<file path="src/rtl/mem_bist_ctrl.sv">
// Write/read-back self test sequencer for a single-port block RAM.
// Fills every word with a pattern, reads it back, counts mismatches.
module mem_bist_ctrl #(
  parameter int WORD_SIZE = 16,
  parameter int ADDR_W    = 16,
  parameter int DEPTH     = 65536,
  parameter int ERR_W     = 16,
  parameter logic [WORD_SIZE-1:0] SEED = 16'hA5C3
) (
  input  logic                 clka,
  input  logic                 rst,
  input  logic                 start,
  input  logic                 abort,
  input  logic [1:0]           pattern_sel,
  output logic                 mem_ena,
  output logic                 mem_wea,
  output logic [ADDR_W-1:0]    mem_addra,
  output logic [WORD_SIZE-1:0] mem_dina,
  input  logic [WORD_SIZE-1:0] mem_douta,
  output logic                 busy,
  output logic                 done,
  output logic                 pass,
  output logic [ERR_W-1:0]     err_cnt,
  output logic [ADDR_W-1:0]    first_err_addr
);

  localparam logic [ADDR_W-1:0] LAST = ADDR_W'(DEPTH - 1);

  typedef enum logic [2:0] {
    S_IDLE,
    S_WRITE,
    S_READ,
    S_DRAIN,
    S_DONE
  } state_t;

  state_t                 state_q, state_d;
  logic [ADDR_W-1:0]      addr_q, addr_d;
  logic [1:0]             sel_q, sel_d;
  logic [ERR_W-1:0]       err_q, err_d;
  logic [ADDR_W-1:0]      ferr_q, ferr_d;
  logic                   vld_q, vld_d;
  logic [WORD_SIZE-1:0]   exp_q, exp_d;
  logic [ADDR_W-1:0]      kad_q, kad_d;

  function automatic logic [WORD_SIZE-1:0] pat(
    input logic [1:0]        s,
    input logic [ADDR_W-1:0] a
  );
    logic [WORD_SIZE-1:0] r;
    case (s)
      2'd0:    r = WORD_SIZE'(a);
      2'd1:    r = ~WORD_SIZE'(a);
      2'd2:    r = a[0] ? WORD_SIZE'(16'h5555) : WORD_SIZE'(16'hAAAA);
      default: r = SEED;
    endcase
    return r;
  endfunction

  always_ff @(posedge clka or posedge rst) begin
    if (rst) begin
      state_q <= S_IDLE;
      addr_q  <= '0;
      sel_q   <= '0;
      err_q   <= '0;
      ferr_q  <= '0;
      vld_q   <= 1'b0;
      exp_q   <= '0;
      kad_q   <= '0;
    end else begin
      state_q <= state_d;
      addr_q  <= addr_d;
      sel_q   <= sel_d;
      err_q   <= err_d;
      ferr_q  <= ferr_d;
      vld_q   <= vld_d;
      exp_q   <= exp_d;
      kad_q   <= kad_d;
    end
  end

  always_comb begin
    state_d   = state_q;
    addr_d    = addr_q;
    sel_d     = sel_q;
    err_d     = err_q;
    ferr_d    = ferr_q;
    vld_d     = 1'b0;
    exp_d     = exp_q;
    kad_d     = kad_q;
    mem_ena   = 1'b0;
    mem_wea   = 1'b0;
    mem_addra = '0;
    mem_dina  = '0;

    // Read data lags the address by one cycle; compare the piped expectation
    if (vld_q && !abort && (mem_douta != exp_q)) begin
      if (err_q != '1) err_d = err_q + ERR_W'(1);
      if (err_q == '0) ferr_d = kad_q;
    end

    case (state_q)
      S_IDLE, S_DONE: begin
        if (start && !abort) begin
          state_d = S_WRITE;
          addr_d  = '0;
          sel_d   = pattern_sel;
          err_d   = '0;
          ferr_d  = '0;
        end
      end
      S_WRITE: begin
        mem_ena   = 1'b1;
        mem_wea   = 1'b1;
        mem_addra = addr_q;
        mem_dina  = pat(sel_q, addr_q);
        if (abort) begin
          state_d = S_IDLE;
          addr_d  = '0;
        end else if (addr_q == LAST) begin
          state_d = S_READ;
          addr_d  = '0;
        end else begin
          addr_d = addr_q + ADDR_W'(1);
        end
      end
      S_READ: begin
        mem_ena   = 1'b1;
        mem_addra = addr_q;
        if (abort) begin
          state_d = S_IDLE;
          addr_d  = '0;
        end else begin
          vld_d = 1'b1;
          exp_d = pat(sel_q, addr_q);
          kad_d = addr_q;
          if (addr_q == LAST) begin
            state_d = S_DRAIN;
            addr_d  = '0;
          end else begin
            addr_d = addr_q + ADDR_W'(1);
          end
        end
      end
      S_DRAIN: begin
        state_d = abort ? S_IDLE : S_DONE;
      end
      default: state_d = S_IDLE;
    endcase
  end

  assign busy           = (state_q == S_WRITE) || (state_q == S_READ)
                       || (state_q == S_DRAIN);
  assign done           = (state_q == S_DONE);
  assign pass           = done && (err_q == '0);
  assign err_cnt        = err_q;
  assign first_err_addr = ferr_q;

endmodule

</file>
<file path="config.mk">
export PLATFORM = sky130hd
export DESIGN_NAME = mem_bist_ctrl
export DESIGN_NICKNAME = d
export VERILOG_FILES = /design/src/rtl/mem_bist_ctrl.sv
export SDC_FILE = /design/constraint.sdc
export NUM_CORES = 1
export LEC_CHECK = 0
export BUFFER_PORTS_ARGS = -buffer_cell sky130_fd_sc_hd__buf_2
export CAP_MARGIN = 20
export CORE_UTILIZATION = 56
export CTS_CLUSTER_SIZE = 25
export DETAILED_ROUTE_END_ITERATION = 8
export GPL_TIMING_DRIVEN = 0
export PLACE_DENSITY = 0.8
export SLEW_MARGIN = 30
export SYNTH_ARGS = -nofsm -noshare
export SYNTH_HDL_FRONTEND = slang
export SYNTH_SLANG_ARGS = --single-unit
</file>
<file path="constraint.sdc">
create_clock -name clka -period 3.5 [get_ports clka]
set_clock_uncertainty 0.2 [all_clocks]
set_input_delay 0.7 -clock clka [delete_from_list [all_inputs] [get_ports clka]]
set_output_delay 0.7 -clock clka [all_outputs]
set_load 0.005 [all_outputs]
</file>
==> results of run 1 <==
cells in the final DEF, fill, tap and decap left out, types with 4 or more instances in the layout:
cell type and n:
sky130_fd_sc_hd__nor4_1 11, sky130_fd_sc_hd__nand3_1 16, sky130_fd_sc_hd__and2_1 20, sky130_fd_sc_hd__buf_4 4, sky130_fd_sc_hd__o21ai_0 33, sky130_fd_sc_hd__and3_1 5, sky130_fd_sc_hd__buf_2 96, sky130_fd_sc_hd__nand4_1 33
sky130_fd_sc_hd__clkbuf_8 10, sky130_fd_sc_hd__o21a_1 5, sky130_fd_sc_hd__nor2_1 51, sky130_fd_sc_hd__a21oi_1 27, sky130_fd_sc_hd__o31ai_1 22, sky130_fd_sc_hd__nand2_1 89, sky130_fd_sc_hd__nand2b_1 6, sky130_fd_sc_hd__xor2_1 35
sky130_fd_sc_hd__inv_1 6, sky130_fd_sc_hd__or4_1 8, sky130_fd_sc_hd__xnor2_1 9, sky130_fd_sc_hd__dfrtp_1 86, sky130_fd_sc_hd__clkbuf_1 32, sky130_fd_sc_hd__o211ai_1 4
kinds of logic after synthesis:
logic type / count (synthesis) / synth area share, %
adder cells (fa/ha/maj): 3 / 0.791
AO/OA/AOI/OAI: 102 / 13.4
multiplexers: 1 / 0.211
XOR/XNOR: 44 / 8.12
flip-flops: 86 / 45.3
buffers and inverters: 51 / 4.67
AND/OR/NAND/NOR: 260 / 27.5
worst max-delay path by stage:
stage                                   endpoint  slack (ns)  cells past startpoint
floorplan                  addr_q[0]$_DFFE_PP0P_        0.38                      1
global placement    first_err_addr[12]$_DFF_PP0_       -0.57                      2
detailed placement  first_err_addr[14]$_DFF_PP0_        0.63                      8
CTS                                         pass        0.28                      7
global route                                pass        0.04                      7
finish                                      pass        0.28                      7
final cells by class:
type	instances	area [um2]	area share (%)
timing repair buffer	91	478	8.61
sequential	86	2150	38.8
multi-input combinational	410	2370	42.8
inverter	8	35.0	0.631
tap	105	131	2.37
clock buffer	11	141	2.55
clock inverter	4	47.5	0.857
buffer	43	191	3.45
metrics by stage:
stage / utilization (%) / power (W) / std cells / setup WS (ns)
CTS: 67.5 / 0.00205 / 758 / 0.283
global route: 67.5 / 0.00213 / 758 / 0.0419
global placement: 64.9 / 0.00136 / 742 / -0.570
floorplan: - / 0.00126 / 547 / 0.378
finish: 67.5 / 0.00204 / 758 / 0.277
detailed placement: 65.3 / 0.00138 / 743 / 0.632
per-layer routing:
metal  vias up  GRT usage [%]  wire [um]
met1      2197           40.9       5460
met3        16           3.96        882
li1       2113              -          -
met4         0           10.9        173
met2       211           46.8       5890
met5         -              0          0
power groups by stage:
stage	Clock (W)	Combinational, W	Sequential (W)
after global placement	0	0.000312	0.00105
after floorplan	0	0.000212	0.00105
after CTS	0.000694	0.000327	0.00103
after global routing	0.000733	0.000365	0.00104
after detailed placement	0	0.000324	0.00105
final	0.000680	0.000330	0.00103
flip-flops by register name, indices dropped and copies added (netlist names):
register,cells
state_q,3
addr_q,16
sel_q,2
err_cnt,16
exp_q,16
first_err_addr,16
kad_q,16
vld_q,1
worst register-to-register path: cells and delay by family, from the launching register on:
family	cells	cell delay (ns)
simple gates	2	0.89
buf+inv	2	0.50
flops	1	0.41
compound gates	2	0.30
xor+xnor	1	0.16
==> results.txt, run 1 <==
The flow ran to the end, and the final reports show no timing, DRC or antenna violations. The pin count of the biggest net entering global routing was 52; the clock edge transition at the registers on the reported setup and hold paths was 0.08 ns. After detailed routing, the number of vias per cell comes to 5.99.

The relative contribution of combinational cells to total power came out at 16.2%. The kind of end point of the critical path was an output pin. The average instance in the mapped netlist occupies 8.68 um2.

For the initial cell density of the core, the log shows 57.8%. The post-CTS setup repair buffer count came out at 0. Data arrives at the worst endpoint at 2.32 ns. Grouping stages by cell kind, the critical path spends the most delay in simple AND/OR/NAND/NOR gates. The count of endpoints failing hold in the final timing report came out at 0.

Tracing the worst setup path back leads to its startpoint at err_cnt[0]$_DFF_PP0_. For the number of antenna repair diodes, the log shows 0. The number of buffers and inverters on the critical path is 3.

The first detailed-routing pass took 5 iterations. The tools report the clock root buffer master as sky130_fd_sc_hd__clkbuf_8. For the post-layout instance area, the log shows 5550 um2.

Switching power share of the total: 27.9%. In the synthesized netlist, the number of instances is 547. In this run the worst path has a maximum fanout of 10. Setup violation total in the final timing report: 0. The die is 94.1 um tall. Traced cell by cell, the critical path runs through inv_1, ha_1, nor4b_1, nand4_1, clkbuf_1, nor2_1, buf_2. The part of the power in the clock network was 33.3%. The internal power summed over all cells is 0.00147 W, and the die extent in x is 94.1 um. Ranked by instance count, the synthesized netlist is headed by 89 x sky130_fd_sc_hd__nand2_1, 86 x sky130_fd_sc_hd__dfrtp_1, 51 x sky130_fd_sc_hd__nor2_1. For the number of buffers on the longest clock path, the log shows 2. The wire length of the first global-routing pass came out at 20.1 mm.

For the worst flop-to-flop path, the logic depth is 7. The logs give 363 for the iteration-0 DRC count of the detailed router and 0.000569 W for the switching power total. The routed wire length was 12.4 mm. In this run, synthesis produced a sequential element count of 86. The run gives 91 as the number of top-level design ports. The cell with the biggest individual delay on the critical path was sky130_fd_sc_hd__dfrtp_1. Achievable frequency: 0.310 GHz. The number of sinks on the clock net was 86; the number of global-route vias before repair was 4142. The critical path is of the reg -> out type.

In this run the number of H-tree levels came out at 3. For the pin with the worst max-slew slack, the measured transition is 0.661 ns. For this run, the leading register cell type out of synthesis is sky130_fd_sc_hd__dfrtp_1. In the post-synthesis netlist, the biggest area contributors are sky130_fd_sc_hd__dfrtp_1 45%, sky130_fd_sc_hd__nand2_1 7.0%, sky130_fd_sc_hd__xor2_1 6.5%, sky130_fd_sc_hd__nand4_1 4.3%, sky130_fd_sc_hd__nor2_1 4.0%. The post-place instance area was 5360 um2. In the final routed layout, each cell accounts on average for 16.4 um. In this run the critical register-to-register path is launched from exp_q[14]$_DFFE_PP0N_.

The DRC violation count after routing came out at 0. The synthesized design contains 0 enable-type register cells. At the worst endpoint, the required time is 2.60 ns.

The total of buffers placed on input and output ports is 90. After floorplanning, the core was divided into 33 placement rows. Summed over its instances, the top area cell type makes up 45.3% of the synthesized netlist area. The full die area came out at 8850 um2. Number of buffers inserted by hold repair at cts: 0. The overall routing resource usage is 29.4%, and the share of layout cells above drive strength 1 is 19.3%. Compared with the post-synthesis result, the final layout area differs by 16.9%.

Routed via count: 4537. Setup slack on the worst reg-to-reg path comes out at 0.97 ns. Detailed placement ended at an HPWL of 8.96 mm. For the reported leakage power, the log shows 2.71 nW. TritonCTS built the clock tree.

Per report_power, the sequential group accounts for 50.5% of the total. Synthesis instantiated 51 different standard cells from the library. After synthesis, the share of flip-flops with an asynchronous set or reset is 100%. The logs give 572 for the synthesized net count and 55.6% for the max-slew headroom at the worst pin.

The logs give 0.000251 V for the worst IR drop on VDD and 674 for the final net count. sky130_fd_sc_hd__dfrtp_1 takes more of the synthesized area than any other cell. The core region is 8220 um2. The logs give 0.35 ns for the clock insertion delay at the later pin of the skew report and 0 for the final number of max-transition violations.

Counting the buffers created by CTS gives 9. The nature of the critical path startpoint is a flip-flop. Sequential cells were found to cover 45.3% of the synthesized design area. The congestion estimate from routability-driven global placement came to 0.945. Shortest period the worst path allows: 3.22 ns. The post-cts repair resize count was 0; the worst slack on hold paths was 0.133 ns. The worst register-to-register path ends at first_err_addr[10]$_DFF_PP0_.

After filler insertion, the fill cell instance count of the layout stands at 725. Global routing finished with a remaining overflow of 0. Power spread over the standard cell area amounts to 368 nW/um2. The tools report the number of antenna violations at the first check in global routing as 0. The worst path uses 92.1% of the clock period. The number of nets with antenna violations after detailed routing is 0.

The type of the most critical hold path is in -> async. Setup repair after global routing left no endpoint under its margin. Across the run, the number of max-cap violations was 0. The worst stage delay on the critical path is 0.43 ns. The run gives 0 as the Yosys warning count.

The most common cell in the synthesized netlist is sky130_fd_sc_hd__nand2_1. The final-layout setup total negative slack is 0 ns. Netlist area before placement: 4750 um2.
(Power assumes the default switching activity.)
==> run 2, diff against run 1 <==
Settings changed: RECOVER_POWER from default to 50.
==> results.txt, run 2 (synthesized netlist as in run 1, its figures left out) <==
The flow ran to the end, but the final reports show violations. The checks that failed: max-capacitance violations, max-slew violations. The logs give 0 (unchanged) for the number of nets with antenna violations after detailed routing and 2.60 ns (about the same) for the data required time at the worst endpoint.

The tools report the number of sinks on the clock net as 86 (unchanged). The ratio of total power to cell area was 370 nW/um2 (+0.55%). The number of detailed-route iterations in the first pass was 4 (-1). For the DRC violation count after routing, the log shows 0 (unchanged). The ratio of final minimum period to clock period works out to 92.0% (-0.10 points).

Number of buffers on the longest clock path: 2 (unchanged). Number of buffers inserted by hold repair at cts: 0 (unchanged). The number of global-route vias before repair is 4142 (unchanged), and the row count is 33 (unchanged). Post-cts repair resize count: 0 (unchanged).

By startpoint and endpoint, the worst setup path is classified as reg -> out. The worst setup path is launched from a flip-flop. The run gives 0.35 ns (about the same) as the clock insertion delay at the later pin of the skew report.

The reported leakage power was 2.65 nW (-2.3%); the initial cell density of the core was 57.8% (unchanged). The tools report the full die area as 8850 um2 (unchanged). The cell with the biggest individual delay on the critical path is sky130_fd_sc_hd__dfrtp_1. The run gives 4517 (-0.44%) as the routed via count.

Dominant delay contributor by cell family on the critical path: simple AND/OR/NAND/NOR gates. The setup violation total in the final timing report is 0 (unchanged). The number of violations of the max-capacitance limit is 1 (+1). Leaving out fill and tap cells, the most frequent cell in the layout is sky130_fd_sc_hd__nand2_1.

Number of buffers and inverters on the critical path: 3 (unchanged). The max-slew headroom at the worst pin was -4.84% (-60 points). For the worst IR drop on VDD, the log shows 0.000252 V (+0.26%).

The pin count of the biggest net entering global routing was 52 (unchanged); the actual slew at the worst max-slew pin was 1.56 ns (+0.903 ns). The clock edge transition at the registers on the reported setup and hold paths came out at 0.08 ns (about the same). Clock tree synthesis selected as its root buffer the cell sky130_fd_sc_hd__clkbuf_8.

Worst-path maximum fanout: 10 (unchanged). Walking the worst path, the cells encountered are inv_1, ha_1, nor4b_1, nand4_1, clkbuf_1, nor2_1, buf_2. The post-detailed-route via-to-cell ratio works out to 5.96 (-0.44%). TritonCTS built the clock tree. The worst setup path is captured at an output pin. H-tree depth: 3 (unchanged).

The run gives 5360 um2 (unchanged) as the post-place instance area. The run gives 0 (unchanged) as the count of endpoints failing hold in the final timing report. Relative to the synthesized area, the layout overhead comes to 16.1%. The shortest period the worst path allows was 3.22 ns (-0.00352 ns); the average wire per standard cell was 16.3 um (-0.23%). The post-layout instance area was 5510 um2 (-0.72%). In this run the worst hold path is classified as reg -> reg. Setup repair after global routing left no endpoint under its margin. The number of top-level design ports was 91 (unchanged); the total power after layout was 0.00204 W (-0.18%). The final net count is 674 (unchanged), and the worst stage delay on the critical path is 0.43 ns (about the same).

The logs give 0 (unchanged) for the leftover overflow at the end of global routing and 20.1 mm (unchanged) for the wire length of the first global-routing pass. The overall routing resource usage is 29.4% (unchanged), and the final weighted congestion in routability-driven placement is 0.945 (unchanged). The critical path arrival is 2.32 ns (about the same).

The logs give 0.311 GHz (+0.11%) for the achievable frequency and 0 (unchanged) for the number of antenna violations at the first check in global routing. The iteration-0 DRC count of the detailed router is 362 (-0.28%), and the share of layout cells above drive strength 1 is 17.6% (-1.7 points). The tools report the final number of max-transition violations as 37 (+37). The HPWL after detailed placement is 8.96 mm (unchanged), and the die height is 94.1 um (unchanged). The placeable core region was 8220 um2 (unchanged). The total of buffers placed on input and output ports was 90 (unchanged). The tools report the number of antenna repair diodes as 0 (unchanged).

The library cells used most frequently in the layout, excluding fill and tap cells, are 89 x sky130_fd_sc_hd__nand2_1, 86 x sky130_fd_sc_hd__dfrtp_1, 85 x sky130_fd_sc_hd__buf_2. Die extent in x: 94.1 um (unchanged). The total clock buffers created by CTS is 9 (unchanged), and the post-CTS setup repair buffer count is 0 (unchanged). The routed wire length came out at 12.4 mm (-0.23%).
==> run 2: changes by cell type in the layout (fill, tap and decap cells not counted), sizes merged <==
cell,delta
buf,-12
clkbuf,+12
clkinvlp,+1
inv,-1
==> run 2: per-stage QoR <==
| stage | setup TNS [ns] | hold WS (ns) | std cells | utilization, % | worst slack [ns] |
|---|---|---|---|---|---|
| final | 0 | 0.284 | 758 | 67.1 | 0.280 |
| after global routing | 0 | 0.318 | 758 | 67.1 | 0.0419 |
| after CTS | 0 | 0.133 | 758 | 67.5 | 0.283 |
| after detailed placement | 0 | 0.268 | 743 | 65.3 | 0.632 |
| after global placement | -48.71 | 0.268 | 742 | 64.9 | -0.570 |
| after floorplan | 0 | 0.245 | 547 | - | 0.378 |
==> run 2: where the power goes <==
group          internal (W)  total, W  leakage [nW]  switching [W]
clock              0.000343  0.000681        0.0952       0.000337
sequential          0.00101   0.00103          1.16      0.0000195
combinational      0.000115  0.000326          1.39       0.000211
==> run 2: path summary, 6_finish.rpt <==
path                                            start                      endpoint  slack (ns)  cells after the start
worst min-delay path             kad_q[8]$_DFFE_PP0N_          kad_q[8]$_DFFE_PP0N_        0.28                      2
worst max-delay path             err_cnt[0]$_DFF_PP0_                          pass        0.28                      7
worst min register to register   kad_q[8]$_DFFE_PP0N_          kad_q[8]$_DFFE_PP0N_        0.28                      2
min in group asynchronous                         rst          exp_q[2]$_DFFE_PP0N_        0.50                      2
max in group asynchronous                         rst         addr_q[2]$_DFFE_PP0P_        0.75                      3
worst max register to register  exp_q[14]$_DFFE_PP0N_  first_err_addr[10]$_DFF_PP0_        0.98                      7
==> run 2: layout make-up <==
type	count	area (um2)
Buffer	43	191
Clock buffer	11	141
Clock inverter	4	47.5
Fill cell	730	2710
Inverter	8	31.3
Multi-Input combinational cell	410	2370
Sequential cell	86	2150
Tap cell	105	131
Timing Repair Buffer	91	442
==> run 2: worst min-delay path, cell delays in order, from the launching register on <==
cell and delay [ns]:
sky130_fd_sc_hd__dfrtp_1 0.35, sky130_fd_sc_hd__nand2_1 0.05, sky130_fd_sc_hd__nand2_1 0.06
==> run 2: per-layer routing <==
metal  vias up  global-route usage [%]  wire length [um]
li1       2110                       -                 -
met1      2181                    40.9              5450
met2       208                    46.8              5910
met3        18                    3.96               848
met4         0                    10.9               163
met5         -                       0                 0
